==> src/rtl/saratoga_pkg.sv <==
// Shared types and helpers for the saratoga load/store path: memory
// operation encoding, MEM-stage FSM states and the bus lane functions.
package saratoga_pkg;

    typedef enum logic [3:0] {
        LSU_NONE = 4'd0,
        LB       = 4'd1,
        LH       = 4'd2,
        LW       = 4'd3,
        LBU      = 4'd4,
        LHU      = 4'd5,
        SB       = 4'd6,
        SH       = 4'd7,
        SW       = 4'd8
    } lsu_op_t;

    typedef enum logic [1:0] {
        MS_IDLE = 2'd0,
        MS_REQ  = 2'd1,
        MS_RESP = 2'd2
    } mem_state_t;

    function automatic logic is_store(lsu_op_t op);
        return (op == SB) || (op == SH) || (op == SW);
    endfunction

    // Halfwords need even addresses, words need word-aligned addresses.
    function automatic logic is_misaligned(lsu_op_t op, logic [1:0] a);
        case (op)
            LH, LHU, SH: return a[0];
            LW, SW:      return a != 2'b00;
            default:     return 1'b0;
        endcase
    endfunction

    // Loads get the same lane mask as a store of the same width.
    function automatic logic [3:0] byte_en(lsu_op_t op, logic [1:0] a);
        case (op)
            LB, LBU, SB: return 4'b0001 << a;
            LH, LHU, SH: return 4'b0011 << {a[1], 1'b0};
            default:     return 4'b1111;
        endcase
    endfunction

    // Store data is replicated across all lanes so the byte enables pick it.
    function automatic logic [31:0] store_data(lsu_op_t op, logic [31:0] d);
        case (op)
            SB:      return {4{d[7:0]}};
            SH:      return {2{d[15:0]}};
            default: return d;
        endcase
    endfunction

endpackage

==> src/rtl/mem_stage_load_align.sv <==
// Load data alignment: shifts the addressed lane down to bit 0 and
// applies sign or zero extension for sub-word loads.
module load_align
    import saratoga_pkg::*;
(
    input  logic [31:0] rdata,
    input  logic [1:0]  addr_lo,
    input  lsu_op_t     lsu_op,
    output logic [31:0] result
);

    logic [31:0] lane;

    assign lane = rdata >> {addr_lo, 3'b000};

    // Width and signedness selection for the shifted lane.
    always_comb begin
        result = rdata;
        case (lsu_op)
            LB:      result = {{24{lane[7]}}, lane[7:0]};
            LBU:     result = {24'd0, lane[7:0]};
            LH:      result = {{16{lane[15]}}, lane[15:0]};
            LHU:     result = {16'd0, lane[15:0]};
            default: result = rdata;
        endcase
    end

endmodule

==> src/rtl/mem_stage.sv <==
// MEM pipeline stage: issues one data-bus transaction per memory op,
// stalls upstream until the response arrives, and produces the MEM/WB
// register set plus single-cycle trap flags.
//
// state   | meaning
// --------+---------------------------------------------------------
// MS_IDLE | no transaction outstanding; new ops accepted here
// MS_REQ  | request driven on the bus, waiting for dbus_gnt_i
// MS_RESP | request granted, waiting for dbus_rvalid_i
module mem_stage
    import saratoga_pkg::*;
(
    input  logic        clk,
    input  logic        rst,
    input  logic        bubble_i,
    input  logic [31:0] pc_i,
    input  logic [31:0] addr_i,
    input  logic [31:0] wdata_i,
    input  logic [4:0]  dest_i,
    input  lsu_op_t     lsu_op_i,
    input  logic        squash,
    output logic        stall_o,
    output logic        dbus_req_o,
    output logic        dbus_we_o,
    output logic [31:0] dbus_addr_o,
    output logic [3:0]  dbus_be_o,
    output logic [31:0] dbus_wdata_o,
    input  logic        dbus_gnt_i,
    input  logic        dbus_rvalid_i,
    input  logic        dbus_err_i,
    input  logic [31:0] dbus_rdata_i,
    output logic        bubble_o,
    output logic [31:0] pc_o,
    output logic [31:0] result_o,
    output logic [4:0]  dest_o,
    output logic        misaligned_o,
    output logic        access_fault_o
);

    mem_state_t  state;
    lsu_op_t     op_q;
    logic [31:0] pc_q;
    logic [31:0] addr_q;
    logic [31:0] wdata_q;
    logic [4:0]  dest_q;
    logic        squashed_q;

    logic        in_idle;
    logic        mem_op;
    logic        misal;
    logic        issue;
    logic        kill_resp;
    lsu_op_t     op_act;
    logic [31:0] addr_act;
    logic [31:0] wdata_act;
    logic [31:0] load_data;

    assign in_idle   = (state == MS_IDLE);
    assign mem_op    = !bubble_i && (lsu_op_i != LSU_NONE);
    assign misal     = mem_op && is_misaligned(lsu_op_i, addr_i[1:0]);
    assign issue     = in_idle && mem_op && !misal && !squash && !rst;
    // A squash landing together with rvalid still kills the result.
    assign kill_resp = squashed_q || squash;

    // In IDLE the bus is driven straight from the EX/MEM inputs so the
    // request goes out in the same cycle; afterwards the captured copy
    // keeps every bus field stable until the grant.
    assign op_act    = in_idle ? lsu_op_i : op_q;
    assign addr_act  = in_idle ? addr_i   : addr_q;
    assign wdata_act = in_idle ? wdata_i  : wdata_q;

    assign dbus_req_o   = issue || (!rst && (state == MS_REQ));
    assign dbus_we_o    = is_store(op_act);
    assign dbus_addr_o  = {addr_act[31:2], 2'b00};
    assign dbus_be_o    = byte_en(op_act, addr_act[1:0]);
    assign dbus_wdata_o = store_data(op_act, wdata_act);

    // The response cycle releases the stall so upstream advances as the
    // result is registered.
    assign stall_o = !rst && (issue || (state == MS_REQ) ||
                              ((state == MS_RESP) && !dbus_rvalid_i));

    load_align u_load_align (
        .rdata   (dbus_rdata_i),
        .addr_lo (addr_q[1:0]),
        .lsu_op  (op_q),
        .result  (load_data)
    );

    // Transaction FSM and MEM/WB register set.
    always_ff @(posedge clk) begin
        if (rst) begin
            state          <= MS_IDLE;
            squashed_q     <= 1'b0;
            op_q           <= LSU_NONE;
            pc_q           <= 32'd0;
            addr_q         <= 32'd0;
            wdata_q        <= 32'd0;
            dest_q         <= 5'd0;
            bubble_o       <= 1'b1;
            misaligned_o   <= 1'b0;
            access_fault_o <= 1'b0;
            pc_o           <= 32'd0;
            result_o       <= 32'd0;
            dest_o         <= 5'd0;
        end else begin
            bubble_o       <= 1'b1;
            misaligned_o   <= 1'b0;
            access_fault_o <= 1'b0;
            case (state)
                MS_IDLE: begin
                    if (!bubble_i && !squash) begin
                        if (lsu_op_i == LSU_NONE) begin
                            bubble_o <= 1'b0;
                            result_o <= addr_i;
                            pc_o     <= pc_i;
                            dest_o   <= dest_i;
                        end else if (misal) begin
                            misaligned_o <= 1'b1;
                            pc_o         <= pc_i;
                        end else begin
                            op_q       <= lsu_op_i;
                            pc_q       <= pc_i;
                            addr_q     <= addr_i;
                            wdata_q    <= wdata_i;
                            dest_q     <= dest_i;
                            squashed_q <= 1'b0;
                            state      <= dbus_gnt_i ? MS_RESP : MS_REQ;
                        end
                    end
                end
                MS_REQ: begin
                    if (squash) begin
                        squashed_q <= 1'b1;
                    end
                    if (dbus_gnt_i) begin
                        state <= MS_RESP;
                    end
                end
                MS_RESP: begin
                    if (dbus_rvalid_i) begin
                        state      <= MS_IDLE;
                        squashed_q <= 1'b0;
                        if (!kill_resp) begin
                            pc_o <= pc_q;
                            if (dbus_err_i) begin
                                access_fault_o <= 1'b1;
                            end else begin
                                bubble_o <= 1'b0;
                                dest_o   <= dest_q;
                                result_o <= is_store(op_q) ? 32'd0 : load_data;
                            end
                        end
                    end else if (squash) begin
                        squashed_q <= 1'b1;
                    end
                end
                default: state <= MS_IDLE;
            endcase
        end
    end

endmodule

==> config.mk <==
export PLATFORM = sky130hd
export DESIGN_NAME = mem_stage
export DESIGN_NICKNAME = d
export VERILOG_FILES = /design/src/rtl/saratoga_pkg.sv /design/src/rtl/mem_stage_load_align.sv /design/src/rtl/mem_stage.sv
export SDC_FILE = /design/constraint.sdc
export NUM_CORES = 1
export LEC_CHECK = 0
export CORE_ASPECT_RATIO = 0.6
export CORE_MARGIN = 1
export CORE_UTILIZATION = 45
export CTS_CLUSTER_SIZE = 14
export DETAILED_ROUTE_END_ITERATION = 10
export PLACE_DENSITY = 0.77
export SETUP_SLACK_MARGIN = 0.1
export SLEW_MARGIN = 30
export SYNTH_ARGS = -nofsm -noshare
export SYNTH_HDL_FRONTEND = slang
export SYNTH_SLANG_ARGS = --single-unit
==> constraint.sdc <==
create_clock -name clk -period 2.5 [get_ports clk]
set_clock_uncertainty 0.05 [all_clocks]
set_input_delay 0.375 -clock clk [delete_from_list [all_inputs] [get_ports clk]]
set_output_delay 0.375 -clock clk [all_outputs]
set_load 0.05 [all_outputs]
Word level (Yosys, flattened, before mapping)
Cells that the tools add are included.
Widths: inputs -> output; s select.
{"block": "word_totals", "regBits": 180, "output_inout_bits": 143, "in_bits": 144, "word_cells": 138}
{"block": "op_classes", "reduce_logical": 40, "shifts": 3, "muxes": 46, "n_bitwise": 6, "eq_ne": 30}
{"operator": "$mux 32", "count": 13}
{"operator": "$pmux 32 s2", "count": 3}
{"operator": "$pmux 32 s4", "count": 1}
{"operator": "$eq 4x3->1 const B", "count": 10}
{"operator": "$shr 32x5->16", "count": 1}
{"operator": "$mux 5", "count": 5}
{"operator": "$eq 4x2->1 const B", "count": 4}
{"operator": "$eq 4x4->1 const B", "count": 3}
{"operator": "$mux 2", "count": 6}
{"operator": "$ne 2x2->1 const B", "count": 6}
{"operator": "$mux 1", "count": 11}
{"operator": "$logic_and 1x1->1", "count": 10}
{"operator": "$pmux 5 s2", "count": 1}
{"operator": "$reduce_and 5->1", "count": 2}
{"operator": "$reduce_or 3->1", "count": 3}
{"operator": "$eq 4x1->1 const B", "count": 2}
{"operator": "$logic_or 1x1->1", "count": 8}
{"operator": "$pmux 4 s2", "count": 1}
{"operator": "$reduce_and 4->1", "count": 2}
{"operator": "$reduce_or 4->1", "count": 2}
{"operator": "$not 1->1", "count": 6}
{"operator": "$pmux 2 s3", "count": 1}
{"operator": "$reduce_and 6->1", "count": 1}
{"operator": "$logic_not 1->1", "count": 5}
{"operator": "other kinds (15)", "count": 18}

Logic depth before layout (Yosys ltp)
{"block": "depth", "depth_word": 11, "depth_mapped": 12}

Cells and area by module
Synthesis repeated with hierarchy kept, for this count alone.
{"block": "unflattened", "cells_unflattened": 1252, "hier_area_um2": 10341.2}
{"mod": "mem_stage", "seq_area_each_um2": 3603.5, "cells_per_inst": 1125, "n_inst": 1, "area_per_inst_um2": 9337.7}
{"mod": "load_align", "seq_area_each_um2": 0.0, "cells_per_inst": 127, "n_inst": 1, "area_per_inst_um2": 1003.5}

Least setup slack after synthesis
OpenSTA, ideal clock, no wires.
{"block": "synth_path", "path_kind": "register -> output", "start": "register state[0]", "end": "output port dbus_we_o", "path_stages_with_launch": 7, "t_required_ns": 2.075, "slack_ns": -0.882, "arrival_ns": 2.957, "path_buffers": 2, "cell_sequence": "dfxtp_1 inv_1 ha_1 buf_2 mux2_2 clkbuf_1 o41ai_1"}
{"block": "synth_between", "elab_chain_len": 5}
{"element": "from (decl)", "line": "mem_stage.sv:40", "text": "mem_state_t state;"}
{"element": "from (signal assigned)", "line": "mem_stage.sv:128", "text": "state <= dbus_gnt_i ? MS_RESP : MS_REQ;"}
{"element": "$logic_not 2->1 *", "line": "mem_stage.sv:58", "text": "assign in_idle = (state == MS_IDLE);"}
{"element": "$mux 4 *", "line": "mem_stage.sv:68", "text": "assign op_act = in_idle ? lsu_op_i : op_q;"}
{"element": "$eq 4x3->1", "line": "saratoga_pkg.sv:24", "text": "return (op == SB) || (op == SH) || (op == SW);"}
{"element": "$logic_or 1x1->1", "line": "saratoga_pkg.sv:24"}
{"element": "$logic_or 1x1->1 *", "line": "saratoga_pkg.sv:24"}
{"element": "to (decl)", "line": "mem_stage.sv:24", "text": "output logic dbus_we_o,"}
Every way passes the cells marked *; elsewhere a longest branch is shown, timed or not.

Worst setup path after layout
{"block": "layout_path", "start": "register state[0]", "end": "output port dbus_wdata_o[31]"}
{"block": "layout_between", "elab_chain_len": 4}
{"element": "$logic_not 2->1 *", "line": "mem_stage.sv:58"}
{"element": "$mux 4", "line": "mem_stage.sv:68"}
{"element": "$eq 4x3->1", "line": "saratoga_pkg.sv:47", "text": "case (op)"}
{"element": "$pmux 32 s2 *", "line": "saratoga_pkg.sv:47"}
{"element": "to (decl)", "line": "mem_stage.sv:27", "text": "output logic [31:0] dbus_wdata_o,"}
Marked as above.

==> impl_metrics.env <==
export IMPL_run_status="complete, but fails checks"
export IMPL_violations="negative setup slack"
export IMPL_regToRegSetupSlack_ns=-0.14
export IMPL_hold_end="pc_q[2]$_SDFFE_PP0P_"
export IMPL_yosys_area_top_type_share_pct=37.7
export IMPL_grt_util_met1_pct=39.8
export IMPL_synth_main_ff_cell="dfxtp_1"
export IMPL_routedWlPerCell_um=20.9
export IMPL_synthArstFlopShare_pct=0
export IMPL_cts_tree="done"
export IMPL_slew_headroom_pct=56.1
export IMPL_track_usage_pct=30.2
export IMPL_cts_htree_levels=4
export IMPL_grt_use_met2_pct=50.0
export IMPL_die_h_um=115
export IMPL_yosysMostFrequentCell="nand2_1"
export IMPL_cp_end_kind="output port"
export IMPL_clk_latency_ns=0.44
export IMPL_setup_tns_ns=-11.96
export IMPL_drc=0
export IMPL_min_period_over_period_pct=109
export IMPL_hold_violations=0
export IMPL_clk_path_buf_depth=2
export IMPL_hold_path_startpoint="rst"
export IMPL_regToRegStartpoint="state[0]$_SDFFE_PP0P_"
export IMPL_r2r_end="pc_o[2]$_SDFFE_PP0P_"
export IMPL_die_area_um2=21800
export IMPL_numCtsBuffers=17
export IMPL_cts_root_buffer="clkbuf_16"
export IMPL_gp_congestion=0.945
export IMPL_setup_slack_ns=-0.236
export IMPL_maxClockFrequency_ghz=0.366
export IMPL_grt_first_pass_wirelength_mm=51.8
export IMPL_power_leakage_nw=6.00
export IMPL_hold_ws_ns=0.270
export IMPL_synth_seq_area_share_pct=37.7
export IMPL_num_vias=10600
export IMPL_io_buffer_count=284
export IMPL_syn_area_um2=9550
export IMPL_drtPass1Iterations=5
export IMPL_overflow=0
export IMPL_syn_area_per_cell_um2=7.98
export IMPL_grt_use_met3_pct=6.50
export IMPL_synth_warnings=0
export IMPL_final_setup_viol_count=117
export IMPL_synth_cell_type_count=59
export IMPL_final_antenna_net_count=0
export IMPL_cp_required_ns=2.08
export IMPL_diodes=0
export IMPL_arrival_ns=2.31
export IMPL_dp_hpwl_mm=22.1
export IMPL_die_w_um=190
export IMPL_worst_slew_pin_slew_ns=0.654
export IMPL_ir_worst_vdd_mv=0.565
export IMPL_nNetsFinal=1693
export IMPL_drive_gt1_share_pct=30.7
export IMPL_rsz0062_at_grt="yes"
export IMPL_yosys_area_top_type="dfxtp_1"
export IMPL_start_util_pct=46.9
export IMPL_fin_crit_ns=2.74
export IMPL_holdBufCountCts=0
export IMPL_utilization_pct=79.0
export IMPL_critPathKind="reg -> out"
export IMPL_drv_cap=0
export IMPL_hold_class="in -> reg"
export IMPL_cp_start_kind="flip-flop"
export IMPL_ios=287
export IMPL_coreArea_um2=20400
export IMPL_crit_start="state[0]$_SDFFE_PP0P_"
export IMPL_drv_slew=0
export IMPL_synth_common_cells="nand2_1, a21oi_1, dfxtp_1"
export IMPL_crit_fanout=7
export IMPL_reg2reg_depth=13
export IMPL_clk_pin_slew_ns=0.07
export IMPL_rows=40
export IMPL_antenna_found_initial=1
export IMPL_syn2layout_area_growth_pct=68.5
export IMPL_busiest_layer="met2"
export IMPL_grt_start_max_net_pins=72
export IMPL_routed_via_density=5.81
export IMPL_pwr_density_cell_nw_per_um2=775
export IMPL_synth_edf_count=0
export IMPL_syn_inst=1197
export IMPL_wirelength_mm=38.4
export IMPL_clock_sinks=180
export IMPL_min_path_cells=2
export IMPL_drtIter0Drc=897
export IMPL_grt_pass1_vias=9570
export IMPL_yosys_register_bits=180
export IMPL_ys_top_cells_by_area="dfxtp_1, nand2_1, a21oi_1"
-- sequential cells by signal (all words and copies together) (netlist names) --
| name | cells |
|---|---|
| addr_q | 32 |
| pc_o | 32 |
| pc_q | 32 |
| result_o | 32 |
| wdata_q | 32 |
| dest_o | 5 |
| dest_q | 5 |
| op_q | 4 |
| state | 2 |
| access_fault_o | 1 |
| bubble_o | 1 |
| misaligned_o | 1 |
| squashed_q | 1 |
-- final cells by class --
class | count | area (um^2)
fill | 1326 | 4280
sequential | 180 | 3610
inverter | 47 | 189
clock inverter | 12 | 120
timing repair buffer | 429 | 5070
tap | 273 | 342
multi-input combinational | 870 | 6300
clock buffer | 20 | 457
-- placed cells by master, fill, tap and decap left out, types with 15 or more instances in the layout --
| cell type | synthesis | routed |
|---|---|---|
| a311oi_1 | 31 | 28 |
| buf_12 | 0 | 45 |
| a211oi_2 | 30 | 33 |
| buf_6 | 4 | 58 |
| nand2_4 | 0 | 23 |
| clkdlybuf4s50_1 | 0 | 214 |
| a21oi_4 | 0 | 15 |
| o211ai_1 | 25 | 25 |
| buf_8 | 0 | 16 |
| mux2i_1 | 82 | 61 |
| mux2_2 | 42 | 32 |
| nor2_1 | 58 | 44 |
| nand2_1 | 301 | 271 |
| inv_1 | 46 | 36 |
| a21oi_1 | 187 | 146 |
| buf_4 | 8 | 74 |
| a21oi_2 | 0 | 26 |
| mux2i_4 | 0 | 15 |
| dfxtp_1 | 180 | 178 |
| clkbuf_16 | 0 | 30 |
-- logic make-up after synthesis --
family	after synthesis	share of synthesized area (%)
AO/OA/AOI/OAI	345	24.4
multiplexers	125	13.8
adder cells (fa/ha/maj)	4	0.524
buffers and inverters	151	7.01
AND/OR/NAND/NOR	391	16.5
other	1	0.0393
flip-flops	180	37.7
-- routing by layer --
layer / wire length [um] / part of all wire [%]
met1: 16000 / 42
met2: 18000 / 47
met3: 3520 / 9.2
met4: 866 / 2.3
met5: 13 / 0.034
-- stage by stage --
stage | instances | instance area, um^2 | worst slack (ns) | power (mW)
floorplan | 1198 | 9900 | -0.0165 | 6.54
global placement | 1730 | 13400 | -0.0975 | 8.26
finish | 1831 | 16100 | -0.236 | 12.5
CTS | 1788 | 14700 | -0.218 | 11.5
global route | 1831 | 16100 | -0.323 | 12.9
detailed placement | 1730 | 13400 | -0.151 | 8.32
-- worst max-delay path, cell delays in order, from the launching register on --
cell and delay (ns):
dfxtp_2 0.36, inv_4 0.05, ha_4 0.17, buf_8 0.14
mux2_4 0.33, nand3_4 0.16, buf_12 0.13, buf_16 0.14
a21oi_4 0.04, a21oi_2 0.15, buf_6 0.19
-- power breakdown --
| group | total, mW | internal [mW] | switching, mW |
|---|---|---|---|
| logic | 6.49 | 2.88 | 3.61 |
| clock network | 2.71 | 1.44 | 1.27 |
| registers | 3.27 | 3.11 | 0.159 |
-- worst max-delay path by stage --
stage,to
finish,dbus_wdata_o[31]
global route,dbus_wdata_o[28]
CTS,dbus_wdata_o[10]
detailed placement,pc_o[0]$_SDFFE_PP0P_
global placement,pc_o[30]$_SDFFE_PP0P_
floorplan,dbus_be_o[0]
-- timing repair --
item,4_1_cts,5_1_grt
resized for setup,86,196
cloned,7,21
endpoints found under the hold margin,0,0
pin swaps,13,62
endpoints found under the setup margin,69,156
setup buffers,19,23
No activity file was read; power rests on OpenSTA's default activity.
